==> config.mk <==
export PLATFORM = sky130hd
export DESIGN_NAME = ifetch_queue
export DESIGN_NICKNAME = d
export VERILOG_FILES = /design/src/rtl/ifetch_queue_pkg.sv /design/src/rtl/ifq_fifo.sv /design/src/rtl/ifetch_queue.sv
export SDC_FILE = /design/constraint.sdc
export NUM_CORES = 1
export LEC_CHECK = 0
export CORE_MARGIN = 3
export CORE_UTILIZATION = 55
export DETAILED_ROUTE_END_ITERATION = 12
export PLACE_DENSITY = 0.86
export SYNTH_ARGS = -nofsm -noshare
export SYNTH_HDL_FRONTEND = slang
export SYNTH_SLANG_ARGS = --single-unit
==> constraint.sdc <==
create_clock -name clk -period 2.5 [get_ports clk]
set_clock_uncertainty 0.2 [all_clocks]
set_input_delay 0.5 -clock clk [delete_from_list [all_inputs] [get_ports clk]]
set_output_delay 0.5 -clock clk [all_outputs]
set_load 0.01 [all_outputs]
==> src/rtl/ifetch_queue_pkg.sv <==
// Shared definitions for the instruction fetch queue: FSM state encodings,
// word width, default reset fetch address and an address alignment helper.
package ifetch_queue_pkg;

    localparam int          IFQ_WORD_W   = 32;
    localparam logic [31:0] IFQ_RESET_PC = 32'h0000_0000;

    typedef enum logic [1:0] {
        IFQ_IDLE    = 2'b00,   // no request outstanding
        IFQ_BUSY    = 2'b01,   // request outstanding, result wanted
        IFQ_DISCARD = 2'b10    // request outstanding, result belongs to a flushed stream
    } ifq_state_e;

    // Force a byte address onto a word boundary.
    function automatic logic [IFQ_WORD_W-1:0] ifq_align(input logic [IFQ_WORD_W-1:0] addr);
        return addr & 32'hFFFF_FFFC;
    endfunction

endpackage

==> src/rtl/ifq_fifo.sv <==
// Circular buffer holding {pc, instruction} pairs for the fetch queue.
// Wrapping read/write pointers, occupancy count, synchronous clear (flush)
// and asynchronous active-low reset. Overflow/underflow requests are ignored.
module ifq_fifo
    import ifetch_queue_pkg::*;
#(
    parameter int DEPTH = 4,
    parameter int WIDTH = 64
) (
    input  logic                       clk,
    input  logic                       rst_n,
    input  logic                       clr,
    input  logic                       push,
    input  logic [WIDTH-1:0]           din,
    input  logic                       pop,
    output logic [WIDTH-1:0]           dout,
    output logic [$clog2(DEPTH):0]     count
);

    localparam int PW = $clog2(DEPTH);
    localparam int CW = PW + 1;
    localparam logic [CW-1:0] DEPTH_C = CW'(DEPTH);

    logic [WIDTH-1:0] mem_q [DEPTH];
    logic [WIDTH-1:0] mem_d [DEPTH];
    logic [PW-1:0]    wptr_q, wptr_d;
    logic [PW-1:0]    rptr_q, rptr_d;
    logic [CW-1:0]    count_q, count_d;
    logic             push_ok_s;
    logic             pop_ok_s;

    // Qualify requests so the buffer can never over- or under-run.
    always_comb begin
        pop_ok_s  = pop && (count_q != {CW{1'b0}});
        push_ok_s = push && ((count_q != DEPTH_C) || pop_ok_s);
    end

    // Next-state for storage, pointers and count; clear wins over everything.
    always_comb begin
        mem_d   = mem_q;
        wptr_d  = wptr_q;
        rptr_d  = rptr_q;
        count_d = count_q;
        if (clr) begin
            wptr_d  = {PW{1'b0}};
            rptr_d  = {PW{1'b0}};
            count_d = {CW{1'b0}};
        end else begin
            if (push_ok_s) begin
                mem_d[wptr_q] = din;
                wptr_d        = wptr_q + PW'(1);
            end
            if (pop_ok_s) begin
                rptr_d = rptr_q + PW'(1);
            end
            case ({push_ok_s, pop_ok_s})
                2'b10:   count_d = count_q + CW'(1);
                2'b01:   count_d = count_q - CW'(1);
                default: count_d = count_q;
            endcase
        end
    end

    // Storage and pointer registers.
    always_ff @(posedge clk or negedge rst_n) begin
        if (!rst_n) begin
            for (int i = 0; i < DEPTH; i++) begin
                mem_q[i] <= {WIDTH{1'b0}};
            end
            wptr_q  <= {PW{1'b0}};
            rptr_q  <= {PW{1'b0}};
            count_q <= {CW{1'b0}};
        end else begin
            mem_q   <= mem_d;
            wptr_q  <= wptr_d;
            rptr_q  <= rptr_d;
            count_q <= count_d;
        end
    end

    assign dout  = mem_q[rptr_q];
    assign count = count_q;

endmodule

==> src/rtl/ifetch_queue.sv <==
// Instruction fetch queue: issues one word fetch at a time on the instruction
// bus, buffers returned words with their address and presents them in order.
// A flush empties the queue and redirects fetching; a request still in flight
// at flush time is completed on the bus and its data dropped.
// Optional build macro: IFQ_BYPASS_EN -- an acked word is forwarded straight
// to the outputs when the queue is empty.
module ifetch_queue
    import ifetch_queue_pkg::*;
#(
    parameter int          DEPTH    = 4,
    parameter logic [31:0] RESET_PC = IFQ_RESET_PC
) (
    input  logic                   clk,
    input  logic                   rst_n,
    output logic [31:0]            IAD,
    output logic                   IACK_n,
    input  logic                   ACKI_n,
    input  logic [31:0]            IDT,
    input  logic                   flush,
    input  logic [31:0]            flush_pc,
    output logic [31:0]            inst_o,
    output logic [31:0]            pc_o,
    output logic                   valid_o,
    input  logic                   ready_i,
    output logic [$clog2(DEPTH):0] count_o
);

    localparam int CW = $clog2(DEPTH) + 1;
    localparam logic [CW-1:0] DEPTH_C = CW'(DEPTH);

    ifq_state_e  state_q, state_d;
    logic [31:0] fetch_pc_q, fetch_pc_d;
    logic [31:0] iad_q, iad_d;
    logic        iack_n_q, iack_n_d;

    logic [31:0] flush_tgt_s;
    logic        ack_s;
    logic        push_s;
    logic        pop_s;
    logic        fifo_empty_s;
    logic        bypass_take_s;
    logic [CW-1:0] fifo_count_s;
    logic [63:0] fifo_dout_s;

    // Decode bus/datapath handshakes into queue push/pop requests.
    always_comb begin
        flush_tgt_s  = ifq_align(flush_pc);
        ack_s        = !ACKI_n;
        fifo_empty_s = (fifo_count_s == {CW{1'b0}});
`ifdef IFQ_BYPASS_EN
        bypass_take_s = fifo_empty_s && (state_q == IFQ_BUSY) && ack_s && !flush && ready_i;
`else
        bypass_take_s = 1'b0;
`endif
        push_s = (state_q == IFQ_BUSY) && ack_s && !flush && !bypass_take_s;
        pop_s  = !fifo_empty_s && ready_i && !flush;
    end

    // Fetch FSM: request issue, ack handling and flush redirection.
    always_comb begin
        state_d    = state_q;
        fetch_pc_d = fetch_pc_q;
        iad_d      = iad_q;
        iack_n_d   = iack_n_q;
        case (state_q)
            IFQ_IDLE: begin
                if (flush) begin
                    fetch_pc_d = flush_tgt_s;
                end else if (fifo_count_s < DEPTH_C) begin
                    state_d  = IFQ_BUSY;
                    iack_n_d = 1'b0;
                    iad_d    = fetch_pc_q;
                end else begin
                    state_d = IFQ_IDLE;
                end
            end
            IFQ_BUSY: begin
                if (flush) begin
                    fetch_pc_d = flush_tgt_s;
                    if (ack_s) begin
                        state_d  = IFQ_IDLE;
                        iack_n_d = 1'b1;
                    end else begin
                        state_d = IFQ_DISCARD;
                    end
                end else if (ack_s) begin
                    fetch_pc_d = fetch_pc_q + 32'd4;
                    state_d    = IFQ_IDLE;
                    iack_n_d   = 1'b1;
                end else begin
                    state_d = IFQ_BUSY;
                end
            end
            IFQ_DISCARD: begin
                if (flush) begin
                    fetch_pc_d = flush_tgt_s;
                end else begin
                    fetch_pc_d = fetch_pc_q;
                end
                if (ack_s) begin
                    state_d  = IFQ_IDLE;
                    iack_n_d = 1'b1;
                end else begin
                    state_d = IFQ_DISCARD;
                end
            end
            default: begin
                state_d  = IFQ_IDLE;
                iack_n_d = 1'b1;
            end
        endcase
    end

    // FSM, fetch address and bus request registers.
    always_ff @(posedge clk or negedge rst_n) begin
        if (!rst_n) begin
            state_q    <= IFQ_IDLE;
            fetch_pc_q <= RESET_PC;
            iad_q      <= RESET_PC;
            iack_n_q   <= 1'b1;
        end else begin
            state_q    <= state_d;
            fetch_pc_q <= fetch_pc_d;
            iad_q      <= iad_d;
            iack_n_q   <= iack_n_d;
        end
    end

    ifq_fifo #(
        .DEPTH (DEPTH),
        .WIDTH (64)
    ) u_fifo (
        .clk   (clk),
        .rst_n (rst_n),
        .clr   (flush),
        .push  (push_s),
        .din   ({iad_q, IDT}),
        .pop   (pop_s),
        .dout  (fifo_dout_s),
        .count (fifo_count_s)
    );

    // Head-of-queue presentation, with the optional empty-queue forward path.
    always_comb begin
`ifdef IFQ_BYPASS_EN
        if (fifo_empty_s && (state_q == IFQ_BUSY) && ack_s && !flush) begin
            valid_o = 1'b1;
            inst_o  = IDT;
            pc_o    = iad_q;
        end else begin
            valid_o = !fifo_empty_s;
            inst_o  = fifo_dout_s[31:0];
            pc_o    = fifo_dout_s[63:32];
        end
`else
        valid_o = !fifo_empty_s;
        inst_o  = fifo_dout_s[31:0];
        pc_o    = fifo_dout_s[63:32];
`endif
    end

    assign IAD     = iad_q;
    assign IACK_n  = iack_n_q;
    assign count_o = fifo_count_s;

endmodule

Yosys cells after proc, flatten, opt, wreduce, memory -nomap -nowiden
Cells that the tools add are included.
{ "totals": {"ff_bits": 330, "inputBits": 69, "output_inout_bits": 101, "word_cells": 83} }
{ "op_classes": {"add_sub_neg": 5, "magnitude_cmp": 4, "eq_ne": 10, "n_bitwise": 3, "n_reduce_logical": 24, "n_mux": 26} }
{ "ops": {"columns": ["operator", "n"], "rows": [
  ["256-bit bitwise mux", 1],
  ["64-bit 2-to-1 mux", 3],
  ["64-bit binary-select mux with 2-bit select", 1],
  ["64-bit demux with 2-bit select", 1],
  ["32-bit 2-to-1 mux", 3],
  ["32-bit case mux with 2 select lines", 1],
  ["32-bit by 3-bit adder with 32-bit output (second input constant)", 1],
  ["2-bit 2-to-1 mux", 7],
  ["3-bit AND reduction", 3],
  ["1-bit logical AND", 7],
  ["3-bit >= comparator (second input constant)", 2],
  ["2-bit inequality test (second input constant)", 3],
  ["3-bit inequality test (second input constant)", 2],
  ["2-bit NOT with 3-bit output", 2],
  ["2-bit case mux with 3 select lines", 1],
  ["3-bit case mux with 2 select lines", 1],
  ["2-bit nonzero test", 3],
  ["3-bit nonzero test", 2],
  ["1-bit 2-to-1 mux", 5],
  ["2-bit by 1-bit adder with 2-bit output (second input constant)", 2],
  ["2-bit by 1-bit equality test with 1-bit output (second input constant)", 2],
  ["2-bit equality test (second input constant)", 2],
  ["2-bit OR reduction", 2],
  ["3-bit by 1-bit adder with 3-bit output (second input constant)", 1],
  ["12 further kinds", 14]
]} }

Logic depth before layout (Yosys ltp)
Gate-level depths: netlist (run 1).
{ "logic_depth": {"word_depth": 10, "mapped_depth": 9, "ltp_nobuf": 9} }

By module
From an unflattened synthesis (run 1), not the netlist that was laid out.
{ "unflattened": {"hier_cells": 1025, "hier_area_um2": 16235.6} }
{ "modules_own_cells": {"columns": ["mod", "cells_each", "area_per_inst_um2", "instances"], "rows": [
  ["ifq_fifo", 684, 12877.4, 1],
  ["ifetch_queue", 341, 3358.2, 1]
]} }

Worst setup path before layout (run 1)
OpenSTA, ideal clock, no wires.
{ "synth_path": {"path_type": "register to register", "from": "register u_fifo.count_q[2], in the netlist u_fifo.count[2]", "to": "register u_fifo.count_q[2], in the netlist u_fifo.count[2]", "n_path_buf": 1, "required_time_ns": 2.218, "stages_incl_launch_ff": 9, "arrival_time_ns": 2.007, "setup_slack_ns": 0.211, "path_cell_list": "dfrtp_1 -> clkbuf_1 -> o31ai_1 -> nor3_1 -> fa_1 -> nor3_1 -> a22o_1 -> nand2_1 -> a31oi_1"} }
{ "synth_between": {"elab_chain_len": 10, "elab_cells_between_ends": 16} }
{ "synth_lines": {"columns": ["element", "line_no", "source"], "rows": [
  ["start, declared", "ifq_fifo.sv:28", "logic [CW-1:0] count_q, count_d;"],
  ["start signal, assigned", "ifq_fifo.sv:72", "count_q <= {CW{1'b0}};"],
  ["start signal, assigned", "ifq_fifo.sv:77", "count_q <= count_d;"],
  ["3-bit zero test", "ifetch_queue.sv:49", "fifo_empty_s = (fifo_count_s == {CW{1'b0}});"],
  ["1-bit zero test", "ifetch_queue.sv:56", "pop_s = !fifo_empty_s && ready_i && !flush;"],
  ["1-bit logical AND (2 in series)", "ifetch_queue.sv:56", null],
  ["1-bit logical AND", "ifq_fifo.sv:34", "pop_ok_s = pop && (count_q != {CW{1'b0}});"],
  ["1-bit logical OR", "ifq_fifo.sv:35", "push_ok_s = push && ((count_q != DEPTH_C) || pop_ok_s);"],
  ["1-bit logical AND", "ifq_fifo.sv:35", null],
  ["2-bit by 1-bit equality test with 1-bit output / 2-bit equality test (equally long branches)", "ifq_fifo.sv:56", "case ({push_ok_s, pop_ok_s})"],
  ["3-bit case mux with 2 select lines", "ifq_fifo.sv:56", null],
  ["3-bit 2-to-1 mux", "ifq_fifo.sv:44", "if (clr) begin"]
]} }
Parallel ways exist; a longest one is shown, timed or not.
A chain may end at the register's enable or synchronous reset.

Worst setup path after layout (run 1)
{ "layout_path": {"from": "register u_fifo.rptr_q[0]", "to": "output pc_o[28]"} }
{ "layout_between": {"elab_chain_len": 4} }
{ "layout_lines": {"columns": ["element", "line_no", "source"], "rows": [
  ["start, declared", "ifq_fifo.sv:27", "logic [PW-1:0] rptr_q, rptr_d;"],
  ["start signal, assigned", "ifq_fifo.sv:71", "rptr_q <= {PW{1'b0}};"],
  ["start signal, assigned", "ifq_fifo.sv:76", "rptr_q <= rptr_d;"],
  ["2-bit NOT with 3-bit output (not written as such)", "ifq_fifo.sv:81", "assign dout = mem_q[rptr_q];"],
  ["64-bit binary-select mux with 2-bit select", "ifq_fifo.sv:81", null],
  ["64-bit 2-to-1 mux (not written as such) (2 in series)", "ifq_fifo.sv:81", null],
  ["end, declared", "ifetch_queue.sv:22", "output logic [31:0] pc_o,"]
]} }
Every way passes these cells. The select of a mux whose other input is x is not followed.

==> results of run 1 <==
==> flip-flops by register name, indices dropped and copies added, names as in the netlist <==
signal         flops
u_fifo.rptr_q      2
IACK_n             1
IAD               30
state_q            2
u_fifo.wptr_q      2
u_fifo.count       3
u_fifo.mem_q     248
fetch_pc_q        30
==> worst max path at each step <==
| stage | start | to | slack, ns | depth (start not counted) |
|---|---|---|---|---|
| 5_1_grt | u_fifo.rptr_q[0] | pc_o[28] | -0.27 | 5 |
| 2_1_floorplan | u_fifo.count[2] | u_fifo.count[2] | 0.21 | 8 |
| 3_3_place_gp | ACKI_n | u_fifo.mem_q[40] | -0.14 | 7 |
| 3_5_place_dp | ACKI_n | u_fifo.mem_q[39] | -0.18 | 7 |
| 6_report | u_fifo.rptr_q[0] | pc_o[28] | -0.21 | 5 |
| 4_1_cts | u_fifo.rptr_q[0] | pc_o[14] | -0.28 | 5 |
==> cells by family (layout without fill, tap and decap cells) <==
logic type	count (synthesis)	in the layout	synth area share
mux	343	343	0.316
flops	318	318	0.552
simple gates	124	124	0.0474
compound gates	98	98	0.0431
buf+inv	77	314	0.0295
fa+ha+maj	10	10	0.00920
xor+xnor	4	4	0.00243
other cells	1	4	0.000260
==> worst register-to-register path: cells and delay by family (launching register included) <==
| family | cells | cell delay (ns) |
|---|---|---|
| fa+ha+maj | 1 | 0.17 |
| buf+inv | 3 | 0.52 |
| mux | 1 | 0.39 |
| simple gates | 2 | 0.38 |
| compound gates | 1 | 0.16 |
| flops | 1 | 0.42 |
==> metal layers <==
metal,wire length [µm],up-vias
met5,0,-
met4,628,0
met3,1840,46
met2,16500,247
met1,15000,4820
li1,-,4079
==> final cells by class <==
| class | instances | area (µm²) | area share |
|---|---|---|---|
| clock buffers | 54 | 1030 | 0.0563 |
| clock inverters | 8 | 125 | 0.00685 |
| inverters | 10 | 37.5 | 0.00205 |
| multi-input cells | 583 | 6060 | 0.331 |
| flip-flops and latches | 318 | 7970 | 0.436 |
| well taps | 330 | 413 | 0.0226 |
| repair buffers | 242 | 2650 | 0.145 |
==> cell usage after synthesis (2+ instances only) <==
master and count:
dfrtp_1 317, mux2_2 278, mux4_2 62, a21oi_1 30, buf_4 28, nor2_1 25
nand2_1 22, clkbuf_1 21, nand3_1 20, o21ai_0 18, buf_2 13, o22ai_1 13
and3_1 11, nor3_1 11, a2bb2oi_1 10, inv_1 10, ha_1 9, nand4_1 7
and4_1 6, a22oi_1 4, a31oi_1 4, and2_1 4, a211oi_1 3, buf_1 3
mux2i_1 3, o31ai_1 3, or3_1 3, xor2_1 3, buf_6 2, nand2b_1 2
nor4_1 2, o22a_1 2
==> metrics by stage <==
stage,std cells,utilization
2_1_floorplan,978,-
3_3_place_gp,1461,0.659
3_5_place_dp,1461,0.659
4_1_cts,1543,0.715
5_1_grt,1545,0.718
6_report,1545,0.718
==> timing repair <==
action	in CTS	in global routing
gates cloned	3	0
hold endpoints to repair	32	0
setup buffers	16	6
setup endpoints to repair	63	62
hold buffers	1	0
resized for setup	310	22
==> power by group <==
| group | switching (mW) | internal, mW | leakage (nW) | total (mW) |
|---|---|---|---|---|
| registers | 1.57 | 6.97 | 4.08 | 8.55 |
| clock network | 2.02 | 3.16 | 0.564 | 5.18 |
| logic | 3.46 | 5.23 | 3.44 | 8.69 |
==> out/results.tsv, run 1 <==
metric	value	unit
worst_slack	-0.209	ns
seq_area_frac_synth	0.552	
holdWs	0.275	ns
status	finished with violations	
fin_crit	2.71	ns
drv_slew	0	
cp_top_family	buffers and inverters	
core_area	25500	µm²
n_antenna_cell	0	
numClockSinks	318	
cts_buffers	35	
gr-total-overflow	0	
area_delta_synth_final	26.8	%
die_w	168	µm
grt_usage	0.243	
cp_max_fo	4	
cts_root_buf	clkbuf_16	
cp_common_cell	buf_12	
wirelength	33900	µm
worstMarginPinSlew	0.605	ns
syn_area	14400	µm²
gr-usage-met2	0.390	
htree_num_levels	2	
crit_required	1.80	ns
setup_violations	62	
synth_area_leader_cell	dfrtp_1	
yosys.cell_types.count	58	
synth-seq-cells	318	
initial_core_util	0.566	
synth_area_leaders	dfrtp_1 55%, mux2_2 22%, mux4_2 9.7%, buf_4 1.5%, a21oi_1 1.0%	
violations	setup timing	
ys.flop_type	dfrtp_1	
timing.rr.end	u_fifo.mem_q[150]	
port_buffers	163	
rrSetupSlack	0.14	ns
cpMaxStageDelayCell	dfrtp_4	
clock_latency	0.50	ns
grt_most_used_layer	met2	
grt_pass1_wl	55100	µm
critical_path.cell_chain	buf_12 -> buf_12 -> buf_8 -> mux4_2 -> buf_6	
fill_cells	1612	
finalPower	22.4	mW
p_per_area	1230	nW/µm²
io-pin-count	170	
rows	58	
max_stage_delay	0.53	ns
drc_errors	0	
grt.met3_usage	0.0463	
fin_area	18300	µm²
cp-start-kind	flop	
yosys.area.top_type_share	0.550	
drive_gt1_frac	0.452	
die_area	28200	µm²
cap_violations	0	
endpoint_kind	output pin	
firstDrtPassIters	5	
tns	-7.87	ns
dr_total_vias	9192	
vdd_drop_max	0.000759	V
relSlewSlack	0.595	
hpwl	21600	µm
period_share	1.08	
grt_start_max_net_pins	81	
rr_worst_depth	8	
grt_setup_unrepaired	true	
grt_pass1_vias	9808	
r2r-start	state_q[1]	
critical_path_class	reg2out	
pre_cts_slack	-0.177	ns
path_buf_inv	4	
cts_tree	done	
antenna_found_initial	0	
clk_pin_slew	0.06	ns
ant_nets	0	
synth_warnings	0	
syn_inst	975	
max_freq	369	MHz
gp_congestion	0.868	
power_leakage	8.08	nW
die_h	168	µm
use_met1	0.351	
wl_per_cell	21.9	µm
layout.nets	1269	
syn_avg_cell_area	14.8	µm²
synth_edf_count	0	
crit_arrival	2.01	ns
hold_viol	0	
final_cell_mix	313 x dfrtp_1, 278 x mux2_2, 99 x clkdlybuf4s50_1, 62 x mux4_2, 58 x buf_6	
final_common_cell	dfrtp_1	
vias_per_cell	5.95	
place_area	16800	µm²
clk_path_buf_depth	3	
hold_path.class	in2async	
drt-initial-drc-count	684	
async_reset_ff_frac	1.00	
Power figures use the tool's default switching activity.
==> run 2: changes to the inputs <==
- CORE_UTILIZATION: 55 -> 40
- MAX_ROUTING_LAYER: unset -> met4
- PLACE_DENSITY: 0.86 -> 0.67
- SKIP_CTS_REPAIR_TIMING: unset -> 1
==> out/results.tsv, run 2 (same netlist as run 1, synthesis figures left out) <==
metric	value	unit	change
status	finished with violations		
violations	setup timing		
relSlewSlack	0.589		-0.00598
drc_errors	0		unchanged
cts_tree	done		
wl_per_cell	20.4	µm	-7.1%
power_leakage	8.11	nW	+0.30%
p_int	14.7	mW	-4.6%
rr_worst_depth	8		unchanged
cp-start-kind	flop		
min_from	u_fifo.mem_q[216]		
swShare	0.318		+0.00372
cts_buffers	36		+2.9%
cp_max_fo	7		+3
crit_required	1.80	ns	about the same
clk_pin_slew	0.06	ns	about the same
antenna_found_initial	0		unchanged
pwr-share-seq	0.395		+0.014
rows	68		+17%
firstDrtPassIters	5		unchanged
vias_per_cell	5.42		-8.9%
core_area	35100	µm²	+38%
ant_nets	0		unchanged
die_area	38400	µm²	+36%
regMostFlops	u_fifo.mem_q		
whs_path_depth	1		
cp_common_cell	buf_12		
cp_top_family	buffers and inverters		
p_per_area	1170	nW/µm²	-4.5%
min_to	u_fifo.mem_q[216]		
cap_violations	0		unchanged
clock_latency	0.50	ns	about the same
die_w	196	µm	+17%
max_stage_delay	0.54	ns	about the same
drt-initial-drc-count	335		-51%
rrSetupSlack	0.13	ns	about the same
r2r-start	state_q[1]		
period_share	1.13		+0.0474
worst_slack	-0.327	ns	-0.119 ns
numClockSinks	318		unchanged
clk_path_buf_depth	3		unchanged
hold_viol	0		unchanged
max_freq	354	MHz	-4.2%
critical_path_class	reg2out		
grt_pass1_wl	55300	µm	+0.29%
timing.rr.end	u_fifo.mem_q[26]		
worstMarginPinSlew	0.617	ns	+0.0123 ns
p_clk_frac	0.235		+0.004
drv_slew	0		unchanged
grt_start_max_net_pins	69		-15%
grt_setup_unrepaired	true		
fill_cells	2957		+83%
final_cell_mix	313 x dfrtp_1, 278 x mux2_2, 99 x clkdlybuf4s50_1, 62 x mux4_2, 50 x buf_4		
wirelength	34200	µm	+1.0%
endpoint_kind	output pin		
pre_cts_slack	-0.157	ns	+0.0202 ns
io-pin-count	170		unchanged
gr-total-overflow	0		unchanged
path_buf_inv	5		+1
cpMaxStageDelayCell	dfrtp_4		
initial_core_util	0.411		-0.155
hold_path.class	reg2reg		
combPwrFrac	0.370		-0.018
gp_congestion	0.863		-0.55%
drive_gt1_frac	0.462		+0.0102
holdWs	0.298	ns	+0.0228 ns
n_antenna_cell	0		unchanged
finalPower	21.5	mW	-4.0%
htree_num_levels	2		unchanged
port_buffers	163		unchanged
grt_usage	0.185		-0.0586
crit_arrival	2.13	ns	+0.12 ns
die_h	196	µm	+17%
area_delta_synth_final	27.3	%	
final_common_cell	dfrtp_1		
fin_crit	2.83	ns	+0.119 ns
largest_register_ffs	248		unchanged
layout.nets	1282		+1.0%
cts_root_buf	clkbuf_16		
dr_total_vias	9107		-0.92%
final_util	0.524		-0.194
critical_path.cell_chain	buf_12 -> buf_12 -> buf_12 -> buf_6 -> mux4_2 -> buf_6		
hpwl	23000	µm	+6.3%
vdd_drop_max	0.000601	V	-21%
setup_violations	62		unchanged
p_switching	6.85	mW	-2.9%
grt_pass1_vias	9744		-0.65%
run 2: cell count changes in the layout (fill, tap and decap cells not counted), sizes merged:
cell and delta:
buf -35, bufinv -2, clkbuf +43, clkinv +3, dlygate4sd2 -1, dlymetal6s2s +2
run 2: area by class of cell:
type | count | area [µm²] | share of cell area
clock buffer | 51 | 1060 | 0.0577
inverter | 10 | 37.5 | 0.00204
tap | 455 | 569 | 0.0310
multi-input combinational | 583 | 6080 | 0.331
sequential | 318 | 7970 | 0.434
timing repair buffer | 254 | 2570 | 0.140
clock inverter | 9 | 73.8 | 0.00402
run 2: how the worst max path moves through the flow:
| stage | start | end | slack, ns | cells after the start |
|---|---|---|---|---|
| 4_1_cts | u_fifo.rptr_q[0] | inst_o[0] | -0.56 | 3 |
| 6_report | u_fifo.rptr_q[0] | pc_o[12] | -0.33 | 6 |
| 3_5_place_dp | ACKI_n | u_fifo.mem_q[218] | -0.16 | 7 |
| 5_1_grt | u_fifo.rptr_q[0] | pc_o[11] | -0.39 | 6 |
| 2_1_floorplan | u_fifo.count[2] | u_fifo.count[2] | 0.21 | 8 |
| 3_3_place_gp | ACKI_n | u_fifo.mem_q[28] | -0.15 | 7 |
run 2: worst reg2reg max path: stages, from the launching register on:
cell      delay [ns]
dfrtp_1         0.42
inv_1           0.10
ha_2            0.21
nand2b_1        0.09
a31oi_2         0.18
buf_4           0.17
and3_4          0.33
buf_12          0.19
mux2_2          0.35
run 2: power by group through the flow:
stage | registers [mW] | logic [mW] | clock network, mW
global placement | 8.47 | 8.08 | 0
CTS | 8.50 | 8.26 | 5.20
finish | 8.50 | 7.96 | 5.06
detailed placement | 8.57 | 8.22 | 0
global route | 8.79 | 8.61 | 5.41
floorplan | 8.07 | 4.70 | 0
run 2: metrics by stage:
stage	std cells	TNS [ns]	instance area, µm²
after floorplan	978	0	14400
after global placement	1602	-29.06	17200
after detailed placement	1602	-30.66	17200
after CTS	1662	-32.88	18300
after global routing	1680	-16.47	18400
final	1680	-12.30	18400
run 2: metal layers:
layer	global-route usage	up-vias	routed length, µm
met5	-	-	0
met4	0.0346	0	518
met3	0.0278	41	1500
met2	0.293	233	16400
met1	0.257	4738	15900
li1	-	4095	-
==> run 3: changes to the inputs <==
- PLACE_DENSITY: 0.67 -> unset
- PLACE_DENSITY_LB_ADDON: unset -> 0.2
==> out/results.tsv, run 3 (same netlist as run 1, synthesis figures left out) <==
metric	value	unit	change
cts_tree	done		
grt_pass1_vias	9467		-2.8%
r2r-start	state_q[1]		
area_delta_synth_final	26.5	%	
regMostFlops	u_fifo.mem_q		
ant_nets	0		unchanged
p_per_area	1190	nW/µm²	+1.7%
max_stage_delay	0.51	ns	-0.03 ns
finalPower	21.7	mW	+1.0%
numClockSinks	318		unchanged
vias_per_cell	5.43		+0.23%
firstDrtPassIters	4		-1
crit_arrival	1.97	ns	-0.16 ns
rrSetupSlack	0.18	ns	+0.05 ns
ff_latch_area	7970	µm²	about the same
hold_viol	0		unchanged
critical_path.cell_chain	buf_12 -> clkbuf_16 -> mux4_2 -> clkbuf_2		
period_share	1.07		-0.0632
die_w	196	µm	unchanged
setup_violations	62		unchanged
hpwl	22200	µm	-3.3%
placed_cells_incl_taps	1594		-0.50%
drc_errors	0		unchanged
wl_per_cell	20.3	µm	-0.32%
io-pin-count	170		unchanged
cts_root_buf	clkbuf_16		
clock_latency	0.52	ns	+0.02 ns
fill_cells	3038		+2.7%
violations	setup timing		
clk_pin_slew	0.06	ns	about the same
holdWs	0.283	ns	-0.0151 ns
crit_required	1.80	ns	about the same
grt_start_max_net_pins	72		+4.3%
hold_path.class	in2async		
max_freq	375	MHz	+5.9%
gr-total-overflow	0		unchanged
multiInputGateArea	6090	µm²	+0.23%
clk_path_buf_depth	3		unchanged
final_cell_mix	314 x dfrtp_1, 278 x mux2_2, 99 x clkdlybuf4s50_1, 62 x mux4_2, 47 x clkbuf_2		
drt-initial-drc-count	359		+7.2%
final_common_cell	dfrtp_1		
htree_num_levels	2		unchanged
die_h	196	µm	unchanged
gp_congestion	0.838		-3.0%
grt_usage	0.182		-0.00241
grt_pass1_wl	54400	µm	-1.6%
critical_path_class	reg2out		
worst_slack	-0.169	ns	+0.158 ns
fin_cells	1669		-0.65%
rows	68		unchanged
core_area	35100	µm²	unchanged
wirelength	33900	µm	-0.98%
initial_core_util	0.411		unchanged
layout.nets	1268		-1.1%
power_leakage	8.04	nW	-0.83%
cts_buffers	38		+5.6%
grt_setup_unrepaired	true		
drive_gt1_frac	0.456		-0.00570
antenna_found_initial	0		unchanged
cpMaxStageDelayCell	mux4_2		
cp_max_fo	7		unchanged
endpoint_kind	output pin		
die_area	38400	µm²	unchanged
timing.rr.end	u_fifo.mem_q[209]		
status	finished with violations		
drv_slew	0		unchanged
cp-start-kind	flop		
vdd_drop_max	0.000661	V	+9.9%
largest_register_ffs	248		unchanged
port_buffers	163		unchanged
pre_cts_slack	-0.221	ns	-0.0642 ns
dr_total_vias	9068		-0.43%
rr_worst_depth	7		-1
n_antenna_cell	0		unchanged
fin_crit	2.67	ns	-0.158 ns
cap_violations	0		unchanged
## run 3: per-layer routing
| layer | vias to the layer above | GRT usage | part of all wire |
|---|---|---|---|
| li1 | 4078 | - | - |
| met1 | 4718 | 0.254 | 0.46 |
| met2 | 217 | 0.278 | 0.47 |
| met3 | 55 | 0.0325 | 0.045 |
| met4 | 0 | 0.0486 | 0.025 |
| met5 | - | - | 0 |
## run 3: final cells by class
class                      count  area share
timing repair buffer         238       0.129
sequential                   318       0.437
multi-input combinational    583       0.334
clock buffer                  56      0.0632
clock inverter                 9     0.00405
inverter                      10     0.00206
tap                          455      0.0312
## run 3: worst max path at each step
| stage | start | end | slack (ns) |
|---|---|---|---|
| CTS | u_fifo.rptr_q[0] | inst_o[0] | -0.63 |
| detailed placement | ACKI_n | u_fifo.mem_q[209] | -0.22 |
| finish | u_fifo.rptr_q[0] | inst_o[16] | -0.17 |
| global route | u_fifo.rptr_q[0] | pc_o[24] | -0.25 |
| floorplan | u_fifo.count[2] | u_fifo.count[2] | 0.21 |
| global placement | ACKI_n | u_fifo.mem_q[201] | -0.19 |
## run 3: through the flow
step,TNS (ns),area (µm²),util
after detailed placement,-42.71,17000,0.486
after global placement,-37.07,17000,0.486
after floorplan,0,14400,-
final,-7.70,18200,0.520
after global routing,-12.00,18200,0.520
after CTS,-35.28,18300,0.521
## run 3: worst max-delay path: cells and delay by family (launching register included)
family | cells | cell delay (ns)
flip-flops | 1 | 0.44
multiplexers | 1 | 0.51
buffers and inverters | 3 | 0.50
## run 3: power by group
part,switching [mW],internal [mW]
combinational,3.32,4.62
clock,2.07,3.28
sequential,1.46,6.97
